`src/rtl/line_pkg.sv`:
```
// Shared definitions for the line rasteriser: FSM encoding,
// y-step direction codes and the default coordinate width.
package line_pkg;

   localparam int LINE_WIDTH = 13;

   typedef enum logic [1:0] {
      ST_IDLE  = 2'd0,
      ST_SETUP = 2'd1,
      ST_DRAW  = 2'd2,
      ST_DONE  = 2'd3
   } state_t;

   localparam logic YSTEP_POS = 1'b0;
   localparam logic YSTEP_NEG = 1'b1;

endpackage

```
`src/rtl/line_raster_ctrl_precomp.sv`:
```
// Combinational Bresenham setup: steep swap, endpoint ordering,
// deltas and y-step direction.
module Precomputed_param
   import line_pkg::*;
#(
   parameter int WIDTH = LINE_WIDTH
) (
   input  logic signed [WIDTH-1:0] x0,
   input  logic signed [WIDTH-1:0] y0,
   input  logic signed [WIDTH-1:0] x1,
   input  logic signed [WIDTH-1:0] y1,
   output logic                    steep,
   output logic signed [WIDTH-1:0] x0_p,
   output logic signed [WIDTH-1:0] x1_p,
   output logic signed [WIDTH-1:0] y0_p,
   output logic signed [WIDTH-1:0] dx,
   output logic signed [WIDTH-1:0] dy,
   output logic                    ystep
);

   logic signed [WIDTH-1:0] dx_raw, dy_raw, adx, ady;
   logic signed [WIDTH-1:0] ax0, ay0, ax1, ay1;
   logic signed [WIDTH-1:0] y1_p, dy_raw_p;
   logic                    swap;

   always_comb begin
      dx_raw   = x1 - x0;
      dy_raw   = y1 - y0;
      adx      = dx_raw[WIDTH-1] ? -dx_raw : dx_raw;
      ady      = dy_raw[WIDTH-1] ? -dy_raw : dy_raw;
      steep    = ady > adx;
      ax0      = steep ? y0 : x0;
      ay0      = steep ? x0 : y0;
      ax1      = steep ? y1 : x1;
      ay1      = steep ? x1 : y1;
      // Always walk in ascending major-axis order
      swap     = ax0 > ax1;
      x0_p     = swap ? ax1 : ax0;
      x1_p     = swap ? ax0 : ax1;
      y0_p     = swap ? ay1 : ay0;
      y1_p     = swap ? ay0 : ay1;
      dx       = x1_p - x0_p;
      dy_raw_p = y1_p - y0_p;
      dy       = dy_raw_p[WIDTH-1] ? -dy_raw_p : dy_raw_p;
      ystep    = (y0_p < y1_p) ? YSTEP_POS : YSTEP_NEG;
   end

endmodule

```
`src/rtl/line_raster_ctrl.sv`:
```
// Line command sequencer: latches endpoints, runs setup, then
// steps Bresenham one pixel per accepted beat.
module line_raster_ctrl
   import line_pkg::*;
#(
   parameter int WIDTH = LINE_WIDTH
) (
   input  logic             clk,
   input  logic             rst,
   input  logic             cmd_valid,
   output logic             cmd_ready,
   input  logic [WIDTH-1:0] x0,
   input  logic [WIDTH-1:0] y0,
   input  logic [WIDTH-1:0] x1,
   input  logic [WIDTH-1:0] y1,
   output logic             pix_valid,
   input  logic             pix_ready,
   output logic [WIDTH-1:0] pix_x,
   output logic [WIDTH-1:0] pix_y,
   output logic             pix_last,
   output logic             busy,
   output logic             done
);

   state_t state_q, state_d;

   logic signed [WIDTH-1:0] ex0_q, ey0_q, ex1_q, ey1_q;
   logic                    steep_c, ystep_c;
   logic signed [WIDTH-1:0] x0_c, x1_c, y0_c, dx_c, dy_c;

   logic                    steep_q, ystep_q;
   logic signed [WIDTH-1:0] x1_q, dx_q, dy_q;
   logic signed [WIDTH-1:0] cur_x_q, cur_y_q;
   logic signed [WIDTH:0]   err_q;

   logic signed [WIDTH:0]   dx_ext, dx_q_ext, dy_q_ext, err_e;
   logic                    at_end;

   Precomputed_param #(.WIDTH(WIDTH)) u_precomp (
      .x0    (ex0_q),
      .y0    (ey0_q),
      .x1    (ex1_q),
      .y1    (ey1_q),
      .steep (steep_c),
      .x0_p  (x0_c),
      .x1_p  (x1_c),
      .y0_p  (y0_c),
      .dx    (dx_c),
      .dy    (dy_c),
      .ystep (ystep_c)
   );

   always_ff @(posedge clk) begin
      if (rst) state_q <= ST_IDLE;
      else     state_q <= state_d;
   end

   always_comb begin
      state_d = state_q;
      unique case (state_q)
         ST_IDLE:  if (cmd_valid) state_d = ST_SETUP;
         ST_SETUP: state_d = ST_DRAW;
         ST_DRAW:  if (pix_ready && at_end) state_d = ST_DONE;
         ST_DONE:  state_d = ST_IDLE;
         default:  state_d = ST_IDLE;
      endcase
   end

   always_comb begin
      cmd_ready = (state_q == ST_IDLE);
      pix_valid = (state_q == ST_DRAW);
      busy      = (state_q == ST_SETUP) || (state_q == ST_DRAW);
      done      = (state_q == ST_DONE);
      pix_last  = pix_valid && at_end;
      pix_x     = '0;
      pix_y     = '0;
      if (pix_valid) begin
         pix_x = steep_q ? cur_y_q : cur_x_q;
         pix_y = steep_q ? cur_x_q : cur_y_q;
      end
   end

   // Stepper datapath: err is one bit wider than the deltas
   always_comb begin
      at_end   = (cur_x_q == x1_q);
      dx_ext   = {dx_c[WIDTH-1], dx_c};
      dx_q_ext = {dx_q[WIDTH-1], dx_q};
      dy_q_ext = {dy_q[WIDTH-1], dy_q};
      err_e    = err_q - dy_q_ext;
   end

   always_ff @(posedge clk) begin
      if (rst) begin
         ex0_q   <= '0;
         ey0_q   <= '0;
         ex1_q   <= '0;
         ey1_q   <= '0;
         steep_q <= 1'b0;
         ystep_q <= YSTEP_POS;
         x1_q    <= '0;
         dx_q    <= '0;
         dy_q    <= '0;
         cur_x_q <= '0;
         cur_y_q <= '0;
         err_q   <= '0;
      end else begin
         if (state_q == ST_IDLE && cmd_valid) begin
            ex0_q <= x0;
            ey0_q <= y0;
            ex1_q <= x1;
            ey1_q <= y1;
         end
         if (state_q == ST_SETUP) begin
            steep_q <= steep_c;
            ystep_q <= ystep_c;
            x1_q    <= x1_c;
            dx_q    <= dx_c;
            dy_q    <= dy_c;
            cur_x_q <= x0_c;
            cur_y_q <= y0_c;
            err_q   <= dx_ext >>> 1;
         end
         if (state_q == ST_DRAW && pix_ready && !at_end) begin
            cur_x_q <= cur_x_q + WIDTH'(1);
            if (err_e < 0) begin
               cur_y_q <= (ystep_q == YSTEP_POS) ? cur_y_q + WIDTH'(1)
                                                 : cur_y_q - WIDTH'(1);
               err_q   <= err_e + dx_q_ext;
            end else begin
               err_q   <= err_e;
            end
         end
      end
   end

endmodule

```
`config.mk`:
```
export PLATFORM = sky130hd
export DESIGN_NAME = line_raster_ctrl
export DESIGN_NICKNAME = d
export VERILOG_FILES = /design/src/rtl/line_pkg.sv /design/src/rtl/line_raster_ctrl_precomp.sv /design/src/rtl/line_raster_ctrl.sv
export SDC_FILE = /design/constraint.sdc
export NUM_CORES = 1
export LEC_CHECK = 0
export ABC_AREA = 1
export CAP_MARGIN = 20
export CORE_MARGIN = 3
export CORE_UTILIZATION = 61
export CTS_CLUSTER_DIAMETER = 50
export DETAILED_ROUTE_END_ITERATION = 10
export PLACE_DENSITY = 0.81
export SLEW_MARGIN = 10
export SYNTH_ARGS = -nofsm -noshare
export SYNTH_HDL_FRONTEND = slang
export SYNTH_SLANG_ARGS = --single-unit
```
`constraint.sdc`:
```
create_clock -name clk -period 13.6 [get_ports clk]
set_input_delay 3.4 -clock clk [delete_from_list [all_inputs] [get_ports clk]]
set_output_delay 3.4 -clock clk [all_outputs]
set_load 0.005 [all_outputs]
```
Yosys cells after proc, flatten, opt, wreduce, memory -nomap -nowiden
Index checks and enable logic that the tools add are counted.
{"block": "classes", "n_addsub": 12, "n_lt_le_gt_ge": 4, "n_eq_ne": 6, "muxes": 28, "reduce_logical": 10}
{"cell": "$mux 13", "count": 21}
{"cell": "$sub 13x13->13", "count": 4}
{"cell": "$mux 14", "count": 3}
{"cell": "$neg 13->13", "count": 3}
{"cell": "$add 13x2->13 const B", "count": 2}
{"cell": "$gt 13x13->1", "count": 2}
{"cell": "$add 14x13->14", "count": 1}
{"cell": "$lt 14x1->1 const B", "count": 1}
{"cell": "$sub 14x13->14", "count": 1}
{"cell": "$eq 13x13->1", "count": 1}
{"cell": "$lt 13x13->1", "count": 1}
{"cell": "$sub 13x2->13 const B", "count": 1}
{"cell": "$pmux 2 s4", "count": 1}
{"cell": "$logic_and 1x1->1", "count": 5}
{"cell": "$eq 2x2->1 const B", "count": 2}
{"cell": "$mux 2", "count": 2}
{"cell": "$eq 2x1->1 const B", "count": 1}
{"cell": "$logic_not 2->1", "count": 1}
{"cell": "$ne 2x1->1 const B", "count": 1}
{"cell": "$ne 2x2->1 const B", "count": 1}
{"cell": "$reduce_and 2->1", "count": 1}
{"cell": "$reduce_bool 2->1", "count": 1}
{"cell": "$logic_not 1->1", "count": 1}
{"cell": "$logic_or 1x1->1", "count": 1}
{"cell": "$mux 1", "count": 1}
{"block": "word_totals", "reg_bits": 135, "in_bits": 56, "out_inout_bits": 31, "word_cells": 73}

Depth between registers and ports, before layout
Gate-level depths: netlist of run 1.
{"block": "logic_depth", "word_depth": 10, "depth_mapped": 65, "depth_no_buf": 60}

By module
Synthesis of run 1 repeated with hierarchy kept, for this count alone.
{"block": "hier_totals", "hier_cells": 2115, "area_unflattened_um2": 13071.3}
{"mod": "line_raster_ctrl", "n_inst": 1, "cells_per_inst": 1176, "area_per_inst_um2": 7977.7, "seq_area_each_um2": 2702.6}
{"mod": "Precomputed_param", "n_inst": 1, "cells_per_inst": 939, "area_per_inst_um2": 5093.6, "seq_area_each_um2": 0.0}

Worst setup path before layout of run 1
No wires, ideal clock.
{"block": "synth_path", "path_type": "register to register", "start": "register ey1_q[0]", "end": "register dy_q[11]", "setup_ps": 116, "t_arrival_ps": 9696, "required_time_ps": 13484, "setup_slack_ps": 3788, "path_stages_with_launch": 62, "n_path_buf": 8, "period_less_slack_ps": 9812, "path_cell_list": "dfxtp_1 -> inv_1 -> ha_1 -> fa_1 -> o21ai_0 -> a21oi_1 -> o21bai_1 -> a21oi_1 -> o21bai_1 -> a21oi_1 -> o21bai_1 -> nand2_1 -> nand2_1 -> a21oi_1 -> xor2_1 -> inv_1 -> nand2_1 -> xor2_1 -> [26 not listed] -> clkbuf_1 -> o21ai_0 -> fa_1 -> a21oi_1 -> o21bai_1 -> a221oi_1 -> inv_1 -> a221oi_1 -> inv_1 -> a221oi_1 -> xor2_1 -> clkbuf_1 -> inv_1 -> o21ai_0 -> xnor2_1 -> nand2_1 -> o211ai_1 -> inv_1"}
{"block": "synth_between", "elab_chain_cells": 10, "elab_cells_between_ends": 14, "cone_classes": "4 x add/sub; 2 x order compare; 8 x mux"}
{"element": "start: declaration", "line_no": "line_raster_ctrl.sv:27", "source": "logic signed [WIDTH-1:0] ex0_q, ey0_q, ex1_q, ey1_q;"}
{"element": "start signal: assignment", "line_no": "line_raster_ctrl.sv:111", "source": "ey1_q <= y1;"}
{"element": "$sub 13x13->13", "line_no": "line_raster_ctrl_precomp.sv:28", "source": "dy_raw = y1 - y0;"}
{"element": "$neg 13->13", "line_no": "line_raster_ctrl_precomp.sv:30", "source": "ady = dy_raw[WIDTH-1] ? -dy_raw : dy_raw;"}
{"element": "$mux 13", "line_no": "line_raster_ctrl_precomp.sv:30"}
{"element": "$gt 13x13->1", "line_no": "line_raster_ctrl_precomp.sv:31", "source": "steep = ady > adx;"}
{"element": "$mux 13, on equally long branches", "line_no": "line_raster_ctrl_precomp.sv:32, line_raster_ctrl_precomp.sv:34"}
{"element": "$gt 13x13->1", "line_no": "line_raster_ctrl_precomp.sv:37", "source": "swap = ax0 > ax1;"}
{"element": "$mux 13, on equally long branches", "line_no": "line_raster_ctrl_precomp.sv:41, line_raster_ctrl_precomp.sv:40"}
{"element": "$sub 13x13->13 (*)", "line_no": "line_raster_ctrl_precomp.sv:43", "source": "dy_raw_p = y1_p - y0_p;"}
{"element": "$neg 13->13", "line_no": "line_raster_ctrl_precomp.sv:44", "source": "dy = dy_raw_p[WIDTH-1] ? -dy_raw_p : dy_raw_p;"}
{"element": "$mux 13 (*)", "line_no": "line_raster_ctrl_precomp.sv:44"}
{"element": "end signal: assignment", "line_no": "line_raster_ctrl.sv:118", "source": "dy_q <= dy_c;"}
{"element": "end: declaration", "line_no": "line_raster_ctrl.sv:32", "source": "logic signed [WIDTH-1:0] x1_q, dx_q, dy_q;"}
Every way passes the cells marked *; elsewhere a longest branch is shown, timed or not.
A chain may end at the register's enable or synchronous reset.

Worst setup path in the final report of run 1
{"block": "layout_path", "start": "register ex1_q[0]", "end": "register dy_q[11]"}
{"block": "layout_between", "elab_chain_cells": 10, "elab_cells_between_ends": 14, "cone_classes": "4 x add/sub; 2 x order compare; 8 x mux"}
{"element": "start: declaration", "line_no": "line_raster_ctrl.sv:27"}
{"element": "start signal: assignment", "line_no": "line_raster_ctrl.sv:96", "source": "ex1_q <= '0;"}
{"element": "start signal: assignment", "line_no": "line_raster_ctrl.sv:110", "source": "ex1_q <= x1;"}
{"element": "$sub 13x13->13", "line_no": "line_raster_ctrl_precomp.sv:27", "source": "dx_raw = x1 - x0;"}
{"element": "$neg 13->13", "line_no": "line_raster_ctrl_precomp.sv:29", "source": "adx = dx_raw[WIDTH-1] ? -dx_raw : dx_raw;"}
{"element": "$mux 13", "line_no": "line_raster_ctrl_precomp.sv:29"}
{"element": "$gt 13x13->1", "line_no": "line_raster_ctrl_precomp.sv:31"}
{"element": "$mux 13, on equally long branches", "line_no": "line_raster_ctrl_precomp.sv:32, line_raster_ctrl_precomp.sv:34"}
{"element": "$gt 13x13->1", "line_no": "line_raster_ctrl_precomp.sv:37"}
{"element": "$mux 13, on equally long branches", "line_no": "line_raster_ctrl_precomp.sv:41, line_raster_ctrl_precomp.sv:40"}
{"element": "$sub 13x13->13 (*)", "line_no": "line_raster_ctrl_precomp.sv:43"}
{"element": "$neg 13->13", "line_no": "line_raster_ctrl_precomp.sv:44"}
{"element": "$mux 13 (*)", "line_no": "line_raster_ctrl_precomp.sv:44"}
Marks and branches as above.

==> out/metrics.cfg, run 1 <==
[drt]
wl_per_cell_um = 17.0
vias = 12600
drt_iter0_markers = 1203
vias_per_cell = 5.83
dr.pass1.iters = 6
drc = 0
final_antenna_net_count = 0
routed_wl_um = 36700

[logic_synthesis]
synth_edf_count = 0
syn_area_per_cell_um2 = 6.42
async_flop_share_pct = 0
netlist_instances = 1851
ys_seq_area_share_pct = 22.8
synthDistinctLibCells = 47
syn_area_um2 = 11900
ys_ff_latch = 135
synth_fp_nets = 2016
synth-main-ff-cell = dfxtp_1
ys.warnings.count = 0

[cts]
root_buffer = clkbuf_16
cts-buffers-inserted = 17
clk_pin_slew_ns = 0.06
cts_buffer_depth = 2
tritoncts = built
clk_latency_ns = 0.44
cts_sinks = 135
cts.repair.resized = 0
ctsHoldBuffers = 0
post_cts_buffers = 0
htreeDepth = 4

[worst_setup_path]
worstReg2RegStart = ex1_q[0]
critPathMaxStageDelay_ns = 0.76
path_max_fanout = 97
crit_type = register to register
required_ns = 13.93
critPathMostFrequentCell = nand2_1
setup.worst_path.end = dy_q[11]
crit_arrival_ns = 12.27
worst_setup_path_start_kind = register
cp_slowest_cell = xnor2_1
endpoint_kind = register
r2r_slack_ns = 1.66
r2r_cells = 53
worstReg2RegEnd = dy_q[11]
crit_start = ex1_q[0]

[cells_and_area]
fillers = 1662
layout-drive-gt1-share_pct = 5.06
diodes = 0
top_register = err_q
final_nets = 2049
final-seq-area_um2 = 2700
multi_input_area_um2 = 7910
final_area_um2 = 13400
syn_to_final_growth_pct = 13.2
largest_reg_flops = 14

[timing]
hold_violations = 0
grt_setup_unrepaired = false
fin_setup_tns_ns = 0
max_freq_ghz = 0.0838
tightest_slew_ns = 1.13
fin_crit_ns = 11.94
min_period_over_period_pct = 87.8
setup_viol = 0
maxSlewViolCount = 0
max_slew_margin_pct = 24.3
fin_skew_ns = 0.00908

[job]
cap_violations = 0

[die]
die_h_um = 146
fp.dieW_um = 146
ios = 87
dieArea_um2 = 21200
core_um2 = 18900
start_util_pct = 62.9
rows = 50

[global_route]
grt.total_usage_pct = 33.7
grt_pass1_vias = 11400
grt_pass1_wl_um = 58000
antenna_found_initial = 0
grt_overflow = 0
grt_max_degree = 99

[place]
routabilityCongestion = 1.00
port_buffers = 86
dp_hpwl_um = 28200
placed_area_um2 = 12800

[worst_hold_path]
hold_class = register to register

[status]
outcome = completed

metrics by stage:
| stage | hold slack [ns] | worst slack (ns) | std cells | util, % |
|---|---|---|---|---|
| floorplan | 0.445 | 3.79 | 1851 | - |
| CTS | 0.475 | 1.91 | 2156 | 71.0 |
| global route | 0.495 | 0.488 | 2157 | 71.1 |
| detailed placement | 0.463 | 1.96 | 2124 | 67.6 |
| global placement | 0.458 | 2.26 | 2124 | 67.6 |
| finish | 0.471 | 1.66 | 2157 | 71.1 |
per-layer routing:
| layer | track usage [%] | wire, um | vias to the layer above |
|---|---|---|---|
| met2 | 54.6 | 16700 | 593 |
| met4 | 11.3 | 948 | 0 |
| met3 | 4.83 | 3310 | 75 |
| li1 | - | - | 6180 |
| met1 | 46.4 | 15800 | 5720 |
| met5 | 0 | 0 | - |
cell usage in the layout (no fill, tap or decap), types with 3 or more instances in the layout:
cell type / count
a211oi_1: 3
a21oi_1: 223
a221oi_1: 6
a31oi_1: 9
buf_4: 7
bufinv_16: 4
clkbuf_16: 17
clkdlybuf4s50_1: 85
dfxtp_1: 135
fa_1: 6
ha_1: 102
inv_1: 235
inv_2: 13
inv_6: 5
nand2_1: 392
nand2_2: 10
nand3_1: 74
nand3_2: 6
nand3b_1: 5
nand4_1: 23
nor2_1: 101
nor2_2: 4
nor3_1: 20
nor4_1: 3
o211ai_1: 10
o21ai_0: 217
o21ai_1: 10
o21bai_1: 18
o221ai_1: 5
o31ai_1: 6
or2_2: 12
xnor2_1: 29
xor2_1: 74
final cells by class:
class | count | area share [%]
clock buffer | 17 | 3.16
clock inverter | 15 | 1.60
inverter | 249 | 6.95
multi-input combinational | 1387 | 58.8
sequential | 135 | 20.1
tap | 260 | 2.42
timing repair buffer | 94 | 6.91
cells in the mapped netlist, drive strengths merged (2+ instances only):
cell	n	area, um2
nand3b	5	37.5
nand2	404	1550
a221oi	6	52.6
o211ai	10	75.1
o21ai	228	1140
xor2	74	648
nor4	3	18.8
buf	13	86.3
nand4	24	156
nor2	106	413
o21a	2	15.0
or2	12	75.1
o21bai	18	135
o31ai	6	45.0
clkinv	2	7.51
xnor2	29	254
a31oi	9	56.3
inv	247	927
o221ai	5	43.8
nor3b	2	15.0
clkbuf	67	251
dfxtp	135	2700
nor3	20	100
a21oi	225	1130
ha	103	1290
a211oi	3	22.5
fa	6	120
nand3	81	448
worst max-delay path: cells and delay by family, from the launching register on:
kind	cells	cell delay [ns]
flops	1	0.33
buf+inv	8	0.67
fa+ha+maj	6	1.86
simple gates	18	3.18
compound gates	16	3.65
xor+xnor	4	1.77
mux	1	0.30
worst min-delay path by stage:
stage | endpoint | cells after the start | slack [ns] | startpoint
6_report | dx_q[4] | 2 | 0.47 | dx_q[4]
2_1_floorplan | dy_q[1] | 2 | 0.45 | dy_q[1]
5_1_grt | dx_q[2] | 2 | 0.50 | dx_q[2]
3_3_place_gp | err_q[4] | 2 | 0.46 | err_q[4]
3_5_place_dp | dx_q[11] | 2 | 0.46 | dx_q[11]
4_1_cts | dx_q[11] | 2 | 0.47 | dx_q[11]
cell families (layout without fill, tap and decap cells):
family                   count (synthesis)  count (layout)  share of synthesized area (%)
AO/OA/AOI/OAI                          516             516                           23.2
XOR/XNOR                               103             103                           7.60
adder cells (fa/ha/maj)                109             109                           11.9
buffers and inverters                  329             375                           10.7
flip-flops                             135             135                           22.8
multiplexers                             1               1                         0.0843
AND/OR/NAND/NOR                        658             658                           23.8
Power of run 1 is not shown: default switching activity piles up to over one toggle a cycle in this logic, so the estimate is an artifact.
==> inputs of run 2 (changes only) <==
Settings changed: GPL_TIMING_DRIVEN set to 0.
==> out/metrics.cfg, run 2 (synthesis gave the netlist of run 1 again) <==
[status]
outcome = completed

[timing]
fin_skew_ns = 0.0121
tightest_slew_ns = 0.851
max_freq_ghz = 0.0796
min_period_over_period_pct = 92.4
max_slew_margin_pct = 43.3
hold_violations = 0
fin_setup_tns_ns = 0
fin_crit_ns = 12.57
maxSlewViolCount = 0
setup_viol = 0
grt_setup_unrepaired = false
whs_ns = 0.469

[cts]
cts_buffer_depth = 2
cts-buffers-inserted = 17
ctsHoldBuffers = 0
cts_sinks = 135
clk_pin_slew_ns = 0.06
tritoncts = built
htreeDepth = 4
root_buffer = clkbuf_16
clk_latency_ns = 0.44

[worst_setup_path]
cp_slowest_cell = fa_1
required_ns = 13.93
worst_setup_path_start_kind = register
endpoint_kind = register
path_max_fanout = 10
critPathMaxStageDelay_ns = 0.52
critPathMostFrequentCell = inv_1
crit_type = register to register
crit_arrival_ns = 12.89

[cells_and_area]
largest_reg_flops = 14
fillers = 1638
final_cell_count_no_fill = 2229
syn_to_final_growth_pct = 15.3
final_common_cell = nand2_1
final-seq-area_um2 = 2700
final_util_pct = 72.5
multi_input_area_um2 = 7910
layout-drive-gt1-share_pct = 4.88
mostFrequentLayoutCells = nand2_1 (393), inv_1 (235), a21oi_1 (223)
final_nets = 2120
top_register = err_q

[die]
fp.dieW_um = 146
ios = 87
core_um2 = 18900
rows = 50
die_h_um = 146
start_util_pct = 62.9
dieArea_um2 = 21200

[drt]
routed_wl_um = 41200
dr.pass1.iters = 7
wl_per_cell_um = 18.5
vias = 13300
final_antenna_net_count = 0
vias_per_cell = 5.96
drt_iter0_markers = 1370
drc = 0

[global_route]
grt.total_usage_pct = 37.1
grt_overflow = 0
antenna_found_initial = 2
grt_pass1_wl_um = 62900
grt_pass1_vias = 12000
grt_max_degree = 17

[worst_hold_path]
hold_class = register to register

[place]
routabilityCongestion = 1.01
port_buffers = 85
placed_cells = 2196
dp_hpwl_um = 33000

[job]
cap_violations = 0

run 2: cell count changes in the layout (fill, tap and decap cells not counted), moves of 2 or more:
cell / previous run / this run
buf_4: 7 / 1
inv_8: 2 / 0
clkbuf_1: 0 / 68
buf_6: 0 / 3
buf_2: 1 / 9
run 2: repair_timing:
action,in CTS,in global routing
buffers inserted,0,0
gates resized for setup,0,1
endpoints found under the setup margin,0,1
run 2: area by class of cell:
cell class,count,share of cell area [%]
antenna,1,0.0183
buffer,80,2.47
clock buffer,19,3.23
clock inverter,13,1.41
inverter,249,6.82
multi-input combinational,1387,57.7
sequential,135,19.7
tap,260,2.37
timing repair buffer,85,6.21
run 2: per-stage QoR:
| stage | worst slack, ns | area (um2) |
|---|---|---|
| after floorplan | 3.79 | 11900 |
| after global placement | 1.45 | 13100 |
| after detailed placement | 1.26 | 13100 |
| after CTS | 1.19 | 13700 |
| after global routing | 0.0895 | 13700 |
| final | 1.03 | 13700 |
run 2: worst max-delay path, delay by kind of cell (launching register included):
kind            cells  cell delay [ns]
compound gates     18             3.86
buf+inv            18             3.52
simple gates       15             2.01
fa+ha+maj           5             1.81
xor+xnor            4             0.85
flops               1             0.35
run 2: routing by layer:
metal | wire length [um] | vias up | GRT usage [%]
li1 | - | 6342 | -
met2 | 18100 | 811 | 59.2
met4 | 1960 | 2 | 16.7
met3 | 4840 | 146 | 8.84
met1 | 16300 | 5974 | 48.0
met5 | 13 | - | 0
run 2: path summary, 6_finish.rpt:
check	slack (ns)	cells past startpoint	to	from
setup reg to reg	1.03	60	dy_q[11]	ey1_q[0]
hold / removal	0.47	2	dy_q[1]	dy_q[1]
hold reg to reg	0.47	2	dy_q[1]	dy_q[1]
setup / recovery	1.03	60	dy_q[11]	ey1_q[0]
Power of run 2 is left out for the same reason.
